**src/rtl/spi_reg_sequencer_if.sv**
```systemverilog
// Request side of spi_reg_sequencer: two valid/ready register-write requesters.
// The requesters drive the master modport; the sequencer uses the slave modport.
interface spi_reg_sequencer_if;
  logic        req0_valid;
  logic [3:0]  req0_cmd;
  logic [23:0] req0_data;
  logic        req0_ready;
  logic        req1_valid;
  logic [3:0]  req1_cmd;
  logic [23:0] req1_data;
  logic        req1_ready;

  modport master (
    output req0_valid, req0_cmd, req0_data,
    output req1_valid, req1_cmd, req1_data,
    input  req0_ready, req1_ready
  );

  modport slave (
    input  req0_valid, req0_cmd, req0_data,
    input  req1_valid, req1_cmd, req1_data,
    output req0_ready, req1_ready
  );
endinterface

```
**src/rtl/spi_reg_sequencer.sv**
```systemverilog
// Host-side sequencer for the raybox-zero SPI register port: round-robin arbitration of
// two write requesters, mode-0 MSB-first framing, and the once-per-vblank load_new commit.
module spi_reg_sequencer #(
  parameter int HALF = 2,
  parameter int GAP  = 4
) (
  input  logic               clk,
  input  logic               reset_n,
  spi_reg_sequencer_if.slave req,
  input  logic               vblank,
  output logic               o_sclk,
  output logic               o_ss_n,
  output logic               o_mosi,
  output logic               load_new,
  output logic               busy,
  output logic               frame_done,
  output logic               err
);

  localparam int TMAX    = (HALF > GAP) ? HALF : GAP;
  localparam int TW      = $clog2(TMAX + 1);
  localparam int FRAME_W = 28;

  localparam logic [TW-1:0] T_HALF = TW'(HALF - 1);
  localparam logic [TW-1:0] T_GAP  = TW'(GAP - 1);
  localparam logic [TW-1:0] T_ONE  = TW'(1);

  typedef enum logic [2:0] {
    S_IDLE,
    S_SETUP,
    S_SHIFT,
    S_HOLD,
    S_GAP
  } state_t;

  state_t               state_q;
  logic                 ptr_q;
  logic                 armed_q;
  logic [TW-1:0]        timer_q;
  logic [4:0]           bit_q;
  logic [FRAME_W-1:0]   shreg_q;
  logic                 sclk_q;
  logic                 ss_n_q;
  logic                 mosi_q;
  logic                 busy_q;
  logic                 done_q;
  logic                 err_q;
  logic                 load_q;

  function automatic logic [4:0] payload_len(input logic [3:0] cmd);
    case (cmd)
      4'd0, 4'd1, 4'd2, 4'd4:   payload_len = 5'd6;
      4'd3:                     payload_len = 5'd12;
      4'd5:                     payload_len = 5'd1;
      4'd6:                     payload_len = 5'd16;
      4'd7, 4'd8, 4'd9, 4'd10:  payload_len = 5'd24;
      default:                  payload_len = 5'd0;
    endcase
  endfunction

  // Left-align the frame so the shifter always emits from the top bit; bits above LEN drop out.
  function automatic logic [FRAME_W-1:0] build_frame(input logic [3:0]  cmd,
                                                     input logic [23:0] data,
                                                     input logic [4:0]  len);
    logic [23:0] aligned;
    aligned     = data << (5'd24 - len);
    build_frame = {cmd, aligned};
  endfunction

  logic               blocked;
  logic               can_grant;
  logic               gnt0;
  logic               gnt1;
  logic               gnt_any;
  logic               cmd_ok;
  logic               idle_d;
  logic [3:0]         sel_cmd;
  logic [23:0]        sel_data;
  logic [4:0]         sel_len;
  logic [FRAME_W-1:0] sel_frame;

  // The commit owns the idle slot while it is pending and on the cycle it is issued.
  always_comb begin
    blocked   = (vblank & armed_q) | load_q;
    can_grant = (state_q == S_IDLE) & ~blocked;
    gnt0      = can_grant & req.req0_valid & (~req.req1_valid | ~ptr_q);
    gnt1      = can_grant & req.req1_valid & (~req.req0_valid | ptr_q);
    gnt_any   = gnt0 | gnt1;
    sel_cmd   = gnt1 ? req.req1_cmd  : req.req0_cmd;
    sel_data  = gnt1 ? req.req1_data : req.req0_data;
    sel_len   = payload_len(sel_cmd);
    cmd_ok    = (sel_cmd <= 4'd10);
    sel_frame = build_frame(sel_cmd, sel_data, sel_len);
    idle_d    = ((state_q == S_IDLE) & ~(gnt_any & cmd_ok)) |
                ((state_q == S_GAP) & (timer_q == '0));
  end

  assign req.req0_ready = gnt0;
  assign req.req1_ready = gnt1;

  always_ff @(posedge clk or negedge reset_n) begin
    if (!reset_n) begin
      state_q <= S_IDLE;
      ptr_q   <= 1'b0;
      armed_q <= 1'b1;
      timer_q <= '0;
      bit_q   <= '0;
      shreg_q <= '0;
      sclk_q  <= 1'b0;
      ss_n_q  <= 1'b1;
      mosi_q  <= 1'b0;
      busy_q  <= 1'b0;
      done_q  <= 1'b0;
      err_q   <= 1'b0;
      load_q  <= 1'b0;
    end else begin
      done_q <= 1'b0;
      err_q  <= 1'b0;
      load_q <= 1'b0;

      // Looking at the next state lets the commit land on the IDLE-entry cycle itself.
      if (!vblank) begin
        armed_q <= 1'b1;
      end else if (armed_q && idle_d) begin
        armed_q <= 1'b0;
        load_q  <= 1'b1;
      end

      case (state_q)
        S_IDLE: begin
          if (gnt_any) begin
            ptr_q <= gnt0;
            if (cmd_ok) begin
              state_q <= S_SETUP;
              ss_n_q  <= 1'b0;
              sclk_q  <= 1'b0;
              mosi_q  <= sel_frame[FRAME_W-1];
              shreg_q <= sel_frame << 1;
              bit_q   <= sel_len + 5'd4;
              timer_q <= T_HALF;
              busy_q  <= 1'b1;
            end else begin
              err_q <= 1'b1;
            end
          end
        end
        S_SETUP: begin
          if (timer_q == '0) begin
            state_q <= S_SHIFT;
            sclk_q  <= 1'b1;
            bit_q   <= bit_q - 5'd1;
            timer_q <= T_HALF;
          end else begin
            timer_q <= timer_q - T_ONE;
          end
        end
        // bit_q counts rising edges still to come; the fall after the last rise ends SHIFT.
        S_SHIFT: begin
          if (timer_q == '0) begin
            timer_q <= T_HALF;
            if (sclk_q) begin
              sclk_q <= 1'b0;
              if (bit_q == '0) begin
                state_q <= S_HOLD;
              end else begin
                mosi_q  <= shreg_q[FRAME_W-1];
                shreg_q <= shreg_q << 1;
              end
            end else begin
              sclk_q <= 1'b1;
              bit_q  <= bit_q - 5'd1;
            end
          end else begin
            timer_q <= timer_q - T_ONE;
          end
        end
        S_HOLD: begin
          if (timer_q == '0) begin
            state_q <= S_GAP;
            ss_n_q  <= 1'b1;
            mosi_q  <= 1'b0;
            timer_q <= T_GAP;
          end else begin
            timer_q <= timer_q - T_ONE;
          end
        end
        S_GAP: begin
          if (timer_q == '0) begin
            state_q <= S_IDLE;
            busy_q  <= 1'b0;
            done_q  <= 1'b1;
          end else begin
            timer_q <= timer_q - T_ONE;
          end
        end
        default: begin
          state_q <= S_IDLE;
          ss_n_q  <= 1'b1;
          sclk_q  <= 1'b0;
          mosi_q  <= 1'b0;
          busy_q  <= 1'b0;
        end
      endcase
    end
  end

  assign o_sclk     = sclk_q;
  assign o_ss_n     = ss_n_q;
  assign o_mosi     = mosi_q;
  assign busy       = busy_q;
  assign frame_done = done_q;
  assign err        = err_q;
  assign load_new   = load_q;

endmodule

```
**src/flat_wrapper.sv**
```systemverilog
// flat-port wrapper written by rule: the top's interface ports become plain ports
module spi_reg_sequencer_flat 
#(
  parameter int HALF = 2,
  parameter int GAP  = 4
)
  (clk, reset_n, vblank, o_sclk, o_ss_n, o_mosi, load_new, busy, frame_done, err, req_req0_valid, req_req0_cmd, req_req0_data, req_req1_valid, req_req1_cmd, req_req1_data, req_req0_ready, req_req1_ready);
  spi_reg_sequencer_if req_i ();
  input  logic clk;
  input  logic reset_n;
  input  logic vblank;
  output logic o_sclk;
  output logic o_ss_n;
  output logic o_mosi;
  output logic load_new;
  output logic busy;
  output logic frame_done;
  output logic err;
  input wire logic [$bits(req_i.req0_valid)-1:0] req_req0_valid;
  input wire logic [$bits(req_i.req0_cmd)-1:0] req_req0_cmd;
  input wire logic [$bits(req_i.req0_data)-1:0] req_req0_data;
  input wire logic [$bits(req_i.req1_valid)-1:0] req_req1_valid;
  input wire logic [$bits(req_i.req1_cmd)-1:0] req_req1_cmd;
  input wire logic [$bits(req_i.req1_data)-1:0] req_req1_data;
  output wire logic [$bits(req_i.req0_ready)-1:0] req_req0_ready;
  output wire logic [$bits(req_i.req1_ready)-1:0] req_req1_ready;
  assign req_i.req0_valid = req_req0_valid;
  assign req_i.req0_cmd = req_req0_cmd;
  assign req_i.req0_data = req_req0_data;
  assign req_i.req1_valid = req_req1_valid;
  assign req_i.req1_cmd = req_req1_cmd;
  assign req_i.req1_data = req_req1_data;
  assign req_req0_ready = req_i.req0_ready;
  assign req_req1_ready = req_i.req1_ready;
  spi_reg_sequencer #(.HALF(HALF), .GAP(GAP)) u_core (.clk(clk), .reset_n(reset_n), .req(req_i), .vblank(vblank), .o_sclk(o_sclk), .o_ss_n(o_ss_n), .o_mosi(o_mosi), .load_new(load_new), .busy(busy), .frame_done(frame_done), .err(err));
endmodule
```
**config.mk**
```make
export PLATFORM = sky130hd
export DESIGN_NAME = spi_reg_sequencer_flat
export DESIGN_NICKNAME = d
export VERILOG_FILES = /design/src/rtl/spi_reg_sequencer_if.sv /design/src/rtl/spi_reg_sequencer.sv /design/src/flat_wrapper.sv
export SDC_FILE = /design/constraint.sdc
export NUM_CORES = 1
export LEC_CHECK = 0
export BUFFER_PORTS_ARGS = -buffer_cell sky130_fd_sc_hd__buf_4
export CAP_MARGIN = 20
export CORE_MARGIN = 2
export CORE_UTILIZATION = 53
export DETAILED_ROUTE_END_ITERATION = 6
export PLACE_DENSITY = 0.78
export SYNTH_ARGS = -nofsm -noshare
export SYNTH_HDL_FRONTEND = slang
export SYNTH_SLANG_ARGS = --single-unit
```
**constraint.sdc**
```tcl
create_clock -name clk -period 3.55 [get_ports clk]
set_input_delay 0 -clock clk [delete_from_list [all_inputs] [get_ports clk]]
set_output_delay 0 -clock clk [all_outputs]
set_load 0.01 [all_outputs]
```
---- After elaboration in Yosys (flattened, before gate mapping) ----
Memories as Yosys holds them, arrays and structs flattened.
Index checks and enable logic that the tools add are counted.
storage, ports and cells
  memories ................................ 1
  ROM bits ................................ 80
  register bits ........................... 48
cells by class
  shifts and indexed selects .............. 1
  add/subtract/negate cells ............... 4
  $lt $le $gt $ge ......................... 1
  reductions and logical operators ........ 21
  bitwise operators ....................... 23
  multiplexer cells ....................... 53
  equal/unequal tests ..................... 16
memories
  memory           words  width  read ports  clocked after memory_dff  wr ports  line                     RTL
  (no name shown)  16     5      1           0                         0         spi_reg_sequencer.sv:51  case (cmd)
operators with widths
  operator                                                number
  two-way mux 28 bit                                      5
  case mux 28 bit (2 select lines)                        1
  two-way mux 3 bit                                       11
  two-way mux 5 bit                                       5
  two-way mux 24 bit                                      1
  left shift 24 x 5 -> 24 bit                             1
  two-way mux 1 bit                                       22
  inequality test 2 x 1 -> 1 bit (second input constant)  8
  case mux 3 bit (5 select lines)                         1
  case mux 5 bit (3 select lines)                         1
  case mux 3 bit (4 select lines)                         1
  AND reduction 4 bit                                     3
  AND reduction 6 bit                                     2
  bitwise AND 1 bit                                       9
  inverter 1 bit                                          9
  inequality test 2 bit (second input constant)           4
  case mux 1 bit (4 select lines)                         2
  AND reduction 8 bit                                     1
  AND reduction 7 bit                                     1
  == test 3 x 2 -> 1 bit (second input constant)          2
  zero test 3 bit                                         2
  case mux 1 bit (3 select lines)                         2
  OR reduction 2 bit                                      3
  OR reduction 3 bit                                      2
  other kinds (16)                                        20

---- Depth between registers and ports, before layout ----
Gate-level depths: netlist (run 1).
  depth in word-level cells ............... 15
  depth in mapped cells ................... 18
  mapped depth without buffers ............ 14

---- Worst setup path before layout (run 1) ----
No wires, ideal clock.
  path type ............................... register -> register
  start ................................... register u_core.state_q[0]
  end ..................................... register u_core.shreg_q[22]
  path slack .............................. -91 ps
  clock period less this slack ............ 3,641 ps
  required time ........................... 3,473 ps
  arrival ................................. 3,563 ps
  setup time .............................. 77 ps
  stages on the path, launching flop included .. 17
  buffers on the path ..................... 5
  path through ............................ dfrtp_1 -> buf_2 -> nor3_2 -> nand4_2 -> clkinv_4 -> buf_6 -> buf_6 -> mux2i_1 -> a311o_1 -> ha_1 -> buf_1 -> clkbuf_1 -> mux4_2 -> and3_1 -> a311oi_1 -> o21ai_1 -> a21oi_1
on the way
  word-level cells in the longest chain between the ends .. 11
ends and longest elaborated chain
  item                              line                                               RTL
  start, declared                   spi_reg_sequencer.sv:36                            state_t state_q;
  start signal, assigned            spi_reg_sequencer.sv:103                           state_q <= S_IDLE;
  start signal, assigned            spi_reg_sequencer.sv:134                           state_q <= S_SETUP;
  start signal, assigned            spi_reg_sequencer.sv:149                           state_q <= S_SHIFT;
  zero test 3 bit                   spi_reg_sequencer.sv:85, spi_reg_sequencer.sv:129
  bitwise AND 1 bit                 spi_reg_sequencer.sv:85                            can_grant = (state_q == S_IDLE) & ~blocked;
  bitwise AND 1 bit (2 in a row)    spi_reg_sequencer.sv:87                            gnt1 = can_grant & req.req1_valid & (~req.req0_valid | ptr_q);
  two-way mux 4 bit                 spi_reg_sequencer.sv:89                            sel_cmd = gnt1 ? req.req1_cmd : req.req0_cmd;
  memory (16 x 5 bit)               n/a
  subtractor 5 bit                  spi_reg_sequencer.sv:66                            aligned = data << (5'd24 - len);
  left shift 24 x 5 -> 24 bit       spi_reg_sequencer.sv:66
  two-way mux 28 bit                spi_reg_sequencer.sv:133                           if (cmd_ok) begin
  two-way mux 28 bit                spi_reg_sequencer.sv:131                           if (gnt_any) begin
  case mux 28 bit (2 select lines)  spi_reg_sequencer.sv:129                           case (state_q)
  end signal, assigned              spi_reg_sequencer.sv:138                           shreg_q <= sel_frame << 1;
  end signal, assigned              spi_reg_sequencer.sv:167                           shreg_q <= shreg_q << 1;
  end, declared                     spi_reg_sequencer.sv:41                            logic [FRAME_W-1:0] shreg_q;
Parallel ways exist; a longest one is shown, timed or not. The select of a mux whose other input is x is not followed.
A chain may end at the register's enable or synchronous reset.

---- Worst setup path after layout (run 1) ----
  start ................................... register u_core.state_q[2]
  end ..................................... register u_core.shreg_q[15]
The elaborated chain is that of the path after synthesis.

==> flow_summary.yaml, run 1 <==
run_status:
  status: "finished clean"
timing:
  fin_ws_ns: 0.169
  final_number_of_max_transition_violations: 0
  final-hold-violation-count: 0
  worst_slew_margin_rel: 0.421
  final_layout_worst_hold_slack_ns: 0.0175
  fmax_mhz: 296
  layout_worst_path_cycle_share: 0.952
  period_needed_ns: 3.38
  worstMarginPinSlew_ns: 0.868
  finalClockSkew_ns: 0.00445
  fin_tns_setup_ns: 0
  final-setup-viol-count: 0
yosys:
  synthXorXnorAreaFrac: 0.0118
  count_of_flip_flops_with_a_built_in_enable_after_synthesis: 0
  synth_async_sr_flop_share: 1.00
  ys_warn_count: 0
  postSynthNetCount: 570
  synth_area_per_cell_sq_um: 8.88
  sequential_cell_area_fraction_in_the_yosys_report: 0.264
  post_synth_instance_area_sq_um: 4460
  netlist.top_cell.by_area: "dfrtp_1"
  synth.area.mux_share: 0.269
  synth_top_family_by_area: "multiplexers"
  ys.flop_type: "dfrtp_1"
  fraction_of_synthesized_cell_area_taken_by_the_top_area_cell_type: 0.253
  postSynthRegisterBits: 47
  synthCells: 502
  synthAdderAreaFrac: 0.0196
  netlist_top_cells_area: "dfrtp_1 25%, mux2i_1 18%, mux4_2 7.6%"
  synth.distinct_cells: 67
  synthSimpleGateAreaFrac: 0.170
  synth-compound-area-share: 0.197
critical_path:
  reg2reg_depth: 13
  worst_r2r_startpoint: "u_core.state_q[2]$_DFFE_PN0P_"
  timing.critical_path.arrival_ns: 3.61
  setup.reg_to_reg.worst_slack_ns: 0.17
  required_ns: 3.78
  critical_path.slowest_cell: "mux2i_1"
  critPathCaptureType: "register"
  launching_element_of_the_worst_setup_path: "u_core.state_q[2]$_DFFE_PN0P_"
  timing.rr.end: "u_core.shreg_q[15]$_DFFE_PN0P_"
  worst-path-max-fanout: 11
  worst_path_most_repeated_cell: "mux2i_1"
  setup.worst_path.end: "u_core.shreg_q[15]$_DFFE_PN0P_"
  crit_path_start_kind: "register"
  timing.critical_path.cells: "nor3_2 > nand4_2 > clkinv_4 > mux2i_1 > a311o_1 > ha_2 > nor3_1 > o21ai_1 > and2_2 > buf_4 > mux2i_1 > a21oi_1 > o22ai_1"
  path_class: "reg2reg"
  cpPeakStageDelay_ns: 0.42
hold_path:
  holdCritPathClass: "in2reg"
  hp-start: "req_req0_valid"
finish:
  nets: 632
  finish.instance_area_sq_um: 5180
  insertedDiodeCount: 0
  flow.area_growth_from_synthesis_pct: 16.3
  mostFrequentLayoutCell: "buf_4"
  final_cell_mix: "93 x buf_4, 77 x mux2i_1, 46 x nor2_1"
  layout-drive-gt1-share: 0.244
floorplan:
  floorplan.die.height_um: 95.7
  die_width_um: 95.7
  die_area_sq_um: 9160
  floorplan.core_area_sq_um: 8180
  std_cell_rows: 33
  pin_count: 70
  starting_density_of_the_core: 0.545
placement:
  gp_congestion: 0.911
  placement.cell_area_sq_um: 5020
  io_buffer_count: 69
  post-place-ws_ns: 0.0161
  half_perimeter_wire_length_after_detailed_placement_um: 8820
route:
  drt_iter0_drc: 460
  route.detailed.vias_per_inst: 6.30
  drtAntennaViolNets: 0
  drc: 0
  detailedRoute.firstPassIterationCount: 5
  wl_per_cell_um: 17.2
  totalWireLength_um: 11500
  dr_total_vias: 4223
global_routing:
  grt_residual_overflow: 0
  grt_first_pass_wirelength_um: 19300
  grt_antenna_before_repair: 0
  grt_pass1_vias: 4032
  grt_util_all_layers: 0.262
  grt_max_degree: 48
pwr:
  power.ir.vdd_worst_mv: 0.232
  power.static_leakage_uw: 0.00214
  p_per_area_nw_per_um2: 656
  power_uw: 3400
clocking:
  worst_skew_pair.late_latency_ns: 0.31
  tritoncts.num_buffers: 5
  clock_tree.htree_level_count: 2
  clk_transition_reported_paths_ns: 0.09
  sink_count: 47
  clock_tree_from_tritoncts: "done"
  cts_buffer_depth: 2
  cts-root-buf: "clkbuf_8"
flow_run:
  cap_violations: 0
## state kept, by name, indices dropped and copies added (netlist names)
signal             cells
u_core.o_mosi          1
u_core.state_q         3
u_core.timer_q         3
u_core.ptr_q           1
u_core.o_ss_n          1
u_core.shreg_q        27
u_core.load_new        1
u_core.armed_q         1
u_core.busy            1
u_core.err             1
u_core.o_sclk          1
u_core.bit_q           5
u_core.frame_done      1
## repair_timing
item / 4_1_cts / 5_1_grt
pin swaps: 0 / 2
hold endpoints to repair: 47 / 0
setup buffers: 0 / 3
hold buffers: 2 / 0
gates resized for setup: 1 / 6
setup endpoints to repair: 1 / 23
## layout make-up
type / instances / area, sq um
clock buffers: 7 / 76.3
clock inverters: 1 / 5.00
fillers: 733 / 2990
inverters: 13 / 53.8
multi-input cells: 400 / 3000
flip-flops and latches: 47 / 1180
well taps: 105 / 131
repair buffers: 97 / 734
## metal layers
layer | vias to the layer above | wire length (um) | part of all wire | track usage
met3 | 21 | 640 | 0.056 | 0.0352
li1 | 2009 | - | - | -
met4 | 0 | 218 | 0.019 | 0.0690
met1 | 2037 | 5240 | 0.45 | 0.365
met2 | 156 | 5430 | 0.47 | 0.431
met5 | - | 0 | 0 | 0
## worst min path at each step
stage,endpoint,slack (ns),depth (start not counted)
after floorplan,u_core.bit_q[0]$_DFFE_PN0P_,-0.30,0
after global placement,u_core.timer_q[1]$_DFFE_PN0P_,0.04,1
after detailed placement,u_core.timer_q[1]$_DFFE_PN0P_,0.04,1
after CTS,u_core.err$_DFF_PN0_,0.03,3
after global routing,u_core.err$_DFF_PN0_,0.06,3
final,u_core.err$_DFF_PN0_,0.02,3
## power by group
group / internal (uW) / total, uW / switching, uW
Sequential: 797 / 954 / 157
Clock: 139 / 325 / 186
Combinational: 905 / 2120 / 1220
## cells by family after synthesis
group / count (synthesis)
muxes: 99
adders and majority gates: 7
AOI/OAI and AO/OA: 138
and+or+nand+nor: 150
DFF: 47
buffers and inverters: 55
xor gates and xnor gates: 6
## cells in the mapped netlist (all sizes together), types with 2 or more instances
cell     number
mux2i        80
nor2         46
dfrtp        45
a21oi        35
o21ai        33
nand2        29
buf          27
clkbuf       15
mux4         15
nand3        15
nor3         15
inv          12
a31oi        11
and3         11
a211oi       10
o22ai         9
nand2b        8
or3           8
ha            7
a221oi        6
xor2          5
mux2          4
nor2b         4
o21a          4
a211o         3
a21o          3
and2          3
o22a          3
a21boi        2
a22oi         2
a2bb2oi       2
and4bb        2
dfstp         2
nand4         2
nor3b         2
o211ai        2
o221ai        2
o31ai         2
or4           2
## worst max-delay path: cells and delay by family, from the launching register on
family	cells	cell delay, ns
and+or+nand+nor	4	0.81
AOI/OAI and AO/OA	4	0.76
muxes	2	0.68
DFF	1	0.39
buffers and inverters	2	0.37
adders and majority gates	1	0.28
## stage by stage
step,std cells,util
floorplan,502,-
detailed placement,655,0.614
global route,670,0.634
global placement,655,0.614
CTS,665,0.627
finish,670,0.634
Note: power is estimated with default switching activity, not from simulation.
==> run 2: changes to the inputs <==
==> constraint.sdc (replaced) <==
create_clock -name clk -period 3.55 [get_ports clk]
set_input_delay 0.8875 -clock clk [delete_from_list [all_inputs] [get_ports clk]]
set_output_delay 0.8875 -clock clk [all_outputs]
set_load 0.01 [all_outputs]
==> run 2 against run 1 <==
  * Total power grew 7.6%
  * Clock skew increased by 0.0090 ns
  * Final area up 7.8%
  * Critical endpoint is now u_core.shreg_q[21]$_DFFE_PN0P_
  * Final cell count is 5.2% higher
  * Critical path type is now in2reg
==> flow_summary.yaml, run 2 (same netlist as run 1, synthesis figures left out) <==
critical_path:
  timing.critical_path.arrival_ns: 3.54
  worst-path-max-fanout: 7
  setup.worst_path.end: "u_core.shreg_q[21]$_DFFE_PN0P_"
  reg2reg_depth: 13
  launching_element_of_the_worst_setup_path: "vblank"
  required_ns: 3.74
  critPathCaptureType: "register"
  setup.reg_to_reg.worst_slack_ns: 0.30
  timing.rr.end: "u_core.shreg_q[21]$_DFFE_PN0P_"
  worst_r2r_startpoint: "u_core.state_q[2]$_DFFE_PN0P_"
  path_class: "in2reg"
  crit_path_start_kind: "primary input"
timing:
  worstMarginPinSlew_ns: 0.746
  final_number_of_max_transition_violations: 0
  final-setup-viol-count: 0
  fmax_mhz: 299
  finalClockSkew_ns: 0.0135
  fin_ws_ns: 0.200
  final_layout_worst_hold_slack_ns: 0.485
  period_needed_ns: 3.35
  final-hold-violation-count: 0
  setup_repair_after_global_routing_missed_its_margin: "no"
  layout_worst_path_cycle_share: 0.944
  worst_slew_margin_rel: 0.492
hold_path:
  holdCritPathClass: "reg2reg"
route:
  drc: 0
  drtAntennaViolNets: 0
  totalWireLength_um: 11800
  detailedRoute.firstPassIterationCount: 5
  route.detailed.vias_per_inst: 6.15
  wl_per_cell_um: 16.7
  drt_iter0_drc: 283
  dr_total_vias: 4339
floorplan:
  floorplan.core_area_sq_um: 8180
  std_cell_rows: 33
  starting_density_of_the_core: 0.545
  pin_count: 70
  die_width_um: 95.7
  die_area_sq_um: 9160
  floorplan.die.height_um: 95.7
finish:
  seqCellArea_sq_um: 1180
  mostFrequentLayoutCell: "buf_4"
  nets: 667
  layout-drive-gt1-share: 0.310
  reg_top3: "u_core.shreg_q: 27 flops, u_core.bit_q: 5 flops"
  registers.top_by_ff_count: "u_core.shreg_q"
  final_cell_mix: "131 x buf_4, 76 x mux2i_1, 45 x nor2_1, 45 x dfrtp_1, 34 x a21oi_1"
  insertedDiodeCount: 0
  multi_input_area_sq_um: 3110
  largest_reg_flops: 27
  flow.area_growth_from_synthesis_pct: 25.3
  num-fill-cells: 628
clocking:
  clk_transition_reported_paths_ns: 0.09
  cts_buffer_depth: 2
  cts_setup_buffers: 0
  worst_skew_pair.late_latency_ns: 0.30
  clock_tree.htree_level_count: 2
  sink_count: 47
  clock_tree_from_tritoncts: "done"
  cts-root-buf: "clkbuf_8"
  tritoncts.num_buffers: 5
global_routing:
  grt_antenna_before_repair: 0
  grt_first_pass_wirelength_um: 19800
  grt_pass1_vias: 4206
  grt_max_degree: 48
  grt_util_all_layers: 0.271
  grt_residual_overflow: 0
run_status:
  status: "finished clean"
flow_run:
  cap_violations: 0
placement:
  io_buffer_count: 69
  half_perimeter_wire_length_after_detailed_placement_um: 9190
  gp_congestion: 0.948
  post-place-ws_ns: -0.344
pwr:
  power.static_leakage_uw: 0.00236
  power.ir.vdd_worst_mv: 0.267
  power_uw: 3660
  p_per_area_nw_per_um2: 655
## run 2: changes by cell type in the layout (fill, tap and decap cells not counted), moves of 2 or more
cell,change
a221oi_1,-2
a221oi_2,+2
buf_4,+38
dlygate4sd3_1,-2
nand3_1,-2
nor3_1,-2
nor3_2,+2
## run 2: timing repair
action                                 in CTS  in global routing
cloned                                      0                  0
hold buffers                                0                  0
setup endpoints to repair                   2                 11
endpoints found under the hold margin       0                  0
resized for setup                           1                  6
pin swaps                                   0                  1
## run 2: per-stage QoR
stage	cell area, sq um	setup TNS, ns	instances	util
after floorplan	4590	-0.671	502	-
after global placement	5440	-1.41	697	0.666
after detailed placement	5440	-6.02	697	0.666
after CTS	5550	0	705	0.679
after global routing	5590	0	705	0.683
final	5590	0	705	0.683
## run 2: area by class of cell
type,count,share of cell area
clock buffer,7,0.0137
clock inverter,1,0.00538
inverter,13,0.00963
multi-input combinational,400,0.557
sequential,47,0.211
tap,105,0.0235
timing repair buffer,132,0.180
## run 2: worst min-delay path by stage
stage	start	end	slack [ns]	cells past startpoint
CTS	u_core.busy$_DFFE_PN0P_	u_core.busy$_DFFE_PN0P_	0.49	2
floorplan	u_core.shreg_q[1]$_DFFE_PN0P_	u_core.shreg_q[1]$_DFFE_PN0P_	0.45	2
finish	u_core.busy$_DFFE_PN0P_	u_core.busy$_DFFE_PN0P_	0.48	2
global route	u_core.ptr_q$_DFFE_PN0P_	u_core.ptr_q$_DFFE_PN0P_	0.53	1
global placement	u_core.shreg_q[1]$_DFFE_PN0P_	u_core.shreg_q[1]$_DFFE_PN0P_	0.46	2
detailed placement	u_core.busy$_DFFE_PN0P_	u_core.busy$_DFFE_PN0P_	0.47	2
## run 2: worst max-delay path, stage by stage
cell and delay, ns:
buf_4 0.12, a21oi_4 0.15, nand4_4 0.14, clkinv_4 0.12, mux2i_4 0.07, a311o_1 0.39, ha_4 0.22, nor3_2 0.21
o21ai_2 0.10, buf_4 0.18, nand2_1 0.19, mux2_2 0.40, a221oi_2 0.25, nor3_1 0.10
## run 2: per-layer routing
metal  vias to the layer above  GRT usage  part of all wire
met3                        17     0.0368             0.048
met1                      2078      0.362              0.45
li1                       2081          -                 -
met5                         -          0                 0
met4                         0     0.0833             0.020
met2                       163      0.457              0.49
## run 2: where the power goes
group / total [uW] / switching, uW / internal (uW)
combinational: 2300 / 1270 / 1040
clock: 394 / 183 / 211
sequential: 963 / 166 / 797
==> run 3: changes to the inputs <==
ABC_CLOCK_PERIOD_IN_PS = 4350   (was unset)
CORE_UTILIZATION = 60   (was 53)
PLACE_DENSITY = 0.84   (was 0.78)
clock period = 4.35 ns   (was 3.55 ns; I/O delays follow)
==> run 3 against run 2 <==
  * Total power shrank 24%
  * Final cell count shrank 6.5%
  * First-iteration DRC count grew 66%
  * Worst setup slack gained 0.077 ns
  * Global-route usage grew 1.4 points
  * Die area shrank 11%
  * Combinational power shrank 27%
  * Sequential power shrank 17%
  * Hold slack lost 0.0012 ns
  * Register-to-register slack gained 0.23 ns
  * Largest cell class unchanged
==> flow_summary.yaml, run 3 (same netlist as run 1, synthesis figures left out) <==
global_routing:
  grt_antenna_before_repair: 0
  grt_pass1_vias: 4077
  grt_first_pass_wirelength_um: 19300
  grt_max_degree: 48
  grt_residual_overflow: 0
  grt_util_all_layers: 0.285
timing:
  period_needed_ns: 4.07
  final-setup-viol-count: 0
  fmax_mhz: 246
  fin_ws_ns: 0.277
  final_layout_worst_hold_slack_ns: 0.484
  fin_tns_setup_ns: 0
  final_number_of_max_transition_violations: 0
  layout_worst_path_cycle_share: 0.936
  worst_slew_margin_rel: 0.387
  finalClockSkew_ns: 0.00649
  final-hold-violation-count: 0
  setup_repair_after_global_routing_missed_its_margin: "no"
  worstMarginPinSlew_ns: 0.920
route:
  route.detailed.vias_per_inst: 6.47
  totalWireLength_um: 11400
  wl_per_cell_um: 17.3
  detailedRoute.firstPassIterationCount: 6
  drc: 0
  drt_iter0_drc: 470
  dr_total_vias: 4263
  drtAntennaViolNets: 0
floorplan:
  floorplan.die.height_um: 90.2
  starting_density_of_the_core: 0.618
  pin_count: 70
  die_width_um: 90.2
  std_cell_rows: 31
  die_area_sq_um: 8140
  floorplan.core_area_sq_um: 7210
pwr:
  total_switching_power_uw: 1270
  power.share.switching: 0.456
  power.static_leakage_uw: 0.00214
  share_comb_of_total_power: 0.607
  power.share.clock: 0.105
  p_per_area_nw_per_um2: 543
  intPower_uw: 1510
  power_uw: 2780
  power.ir.vdd_worst_mv: 0.252
  sequentialPowerShare: 0.288
clocking:
  clock_tree_from_tritoncts: "done"
  cts_setup_buffers: 0
  sink_count: 47
  cts_buffer_depth: 2
  tritoncts.num_buffers: 5
  worst_skew_pair.late_latency_ns: 0.30
  postCtsResizedCells: 0
  clk_transition_reported_paths_ns: 0.09
  clock_tree.htree_level_count: 2
  hold_buffers: 0
  cts-root-buf: "clkbuf_8"
finish:
  layout-drive-gt1-share: 0.230
  mostFrequentLayoutCell: "buf_4"
  seqCellArea_sq_um: 1180
  multi_input_area_sq_um: 2980
  largest_reg_flops: 27
  flow.area_growth_from_synthesis_pct: 15.1
  num-fill-cells: 562
  nets: 627
  reg_top3: "u_core.shreg_q: 27 flops, u_core.bit_q: 5 flops"
  insertedDiodeCount: 0
  registers.top_by_ff_count: "u_core.shreg_q"
  final_cell_mix: "91 x buf_4, 79 x mux2i_1, 46 x nor2_1"
placement:
  gp_congestion: 0.952
  io_buffer_count: 69
  half_perimeter_wire_length_after_detailed_placement_um: 8780
  post-place-ws_ns: 0.0715
flow_run:
  cap_violations: 0
critical_path:
  cpPeakStageDelay_ns: 0.39
  timing.critical_path.arrival_ns: 4.30
  worst-path-max-fanout: 15
  crit_path_start_kind: "primary input"
  critical_path.slowest_cell: "mux2_2"
  critPathCaptureType: "register"
  timing.critical_path.cells: "buf_4 > a21oi_1 > nand4_2 > clkinv_4 > mux2_2 > mux2i_1 > ha_1 > nand2_1 > or3_1 > a21oi_1 > o32a_1 > buf_4 > and3_1 > a221oi_1 > nor2_1"
  worst-path-buf-inv: 3
  path_class: "in2reg"
  required_ns: 4.58
  timing.critical_path.max_delay_family: "simple AND/OR/NAND/NOR gates"
hold_path:
  holdCritPathClass: "reg2reg"
run_status:
  status: "finished clean"
[run 3: cell type report]
| cell class | instances | share of cell area |
|---|---|---|
| clock buffer | 8 | 0.0195 |
| inverter | 13 | 0.0105 |
| multi-input combinational | 400 | 0.581 |
| sequential | 47 | 0.230 |
| tap | 99 | 0.0241 |
| timing repair buffer | 92 | 0.135 |
[run 3: power groups by stage]
stage / clock network (uW) / registers [uW] / logic (uW)
finish: 293 / 801 / 1690
floorplan: 0 / 753 / 1260
global route: 316 / 825 / 1870
CTS: 299 / 797 / 1660
global placement: 0 / 791 / 1600
detailed placement: 0 / 803 / 1660
[run 3: path summary, 6_finish.rpt]
check,startpoint,endpoint,slack (ns),cells after the start
worst max-delay path,vblank,u_core.shreg_q[6]$_DFFE_PN0P_,0.28,15
min in group asynchronous,reset_n,u_core.busy$_DFFE_PN0P_,0.77,1
worst max register to register,u_core.state_q[1]$_DFFE_PN0P_,u_core.shreg_q[6]$_DFFE_PN0P_,0.53,14
max in group asynchronous,reset_n,u_core.shreg_q[2]$_DFFE_PN0P_,3.17,1
worst min register to register,u_core.busy$_DFFE_PN0P_,u_core.busy$_DFFE_PN0P_,0.48,2
worst min-delay path,u_core.busy$_DFFE_PN0P_,u_core.busy$_DFFE_PN0P_,0.48,2
[run 3: worst reg2reg max path: stages (launching register included)]
cell and delay [ns]:
dfrtp_1 0.56, nor3_2 0.32, nand4_2 0.24, clkinv_4 0.14, mux2_2 0.39, mux2i_1 0.21, ha_1 0.24, nand2_1 0.11
or3_1 0.33, a21oi_1 0.14, o32a_1 0.26, buf_4 0.23, and3_1 0.30, a221oi_1 0.12, nor2_1 0.14
[run 3: stage by stage]
step / utilization / cell area (sq um) / instances
final: 0.711 / 5130 / 659
after global routing: 0.711 / 5130 / 659
after CTS: 0.711 / 5130 / 659
after detailed placement: 0.697 / 5030 / 651
after global placement: 0.696 / 5020 / 650
after floorplan: - / 4460 / 502
[run 3: metal layers]
metal / GRT usage / share of wire / wire [um]
met5: 0 / 0 / 0
met3: 0.0536 / 0.074 / 847
met1: 0.388 / 0.44 / 5020
met2: 0.459 / 0.46 / 5270
met4: 0.0987 / 0.022 / 253
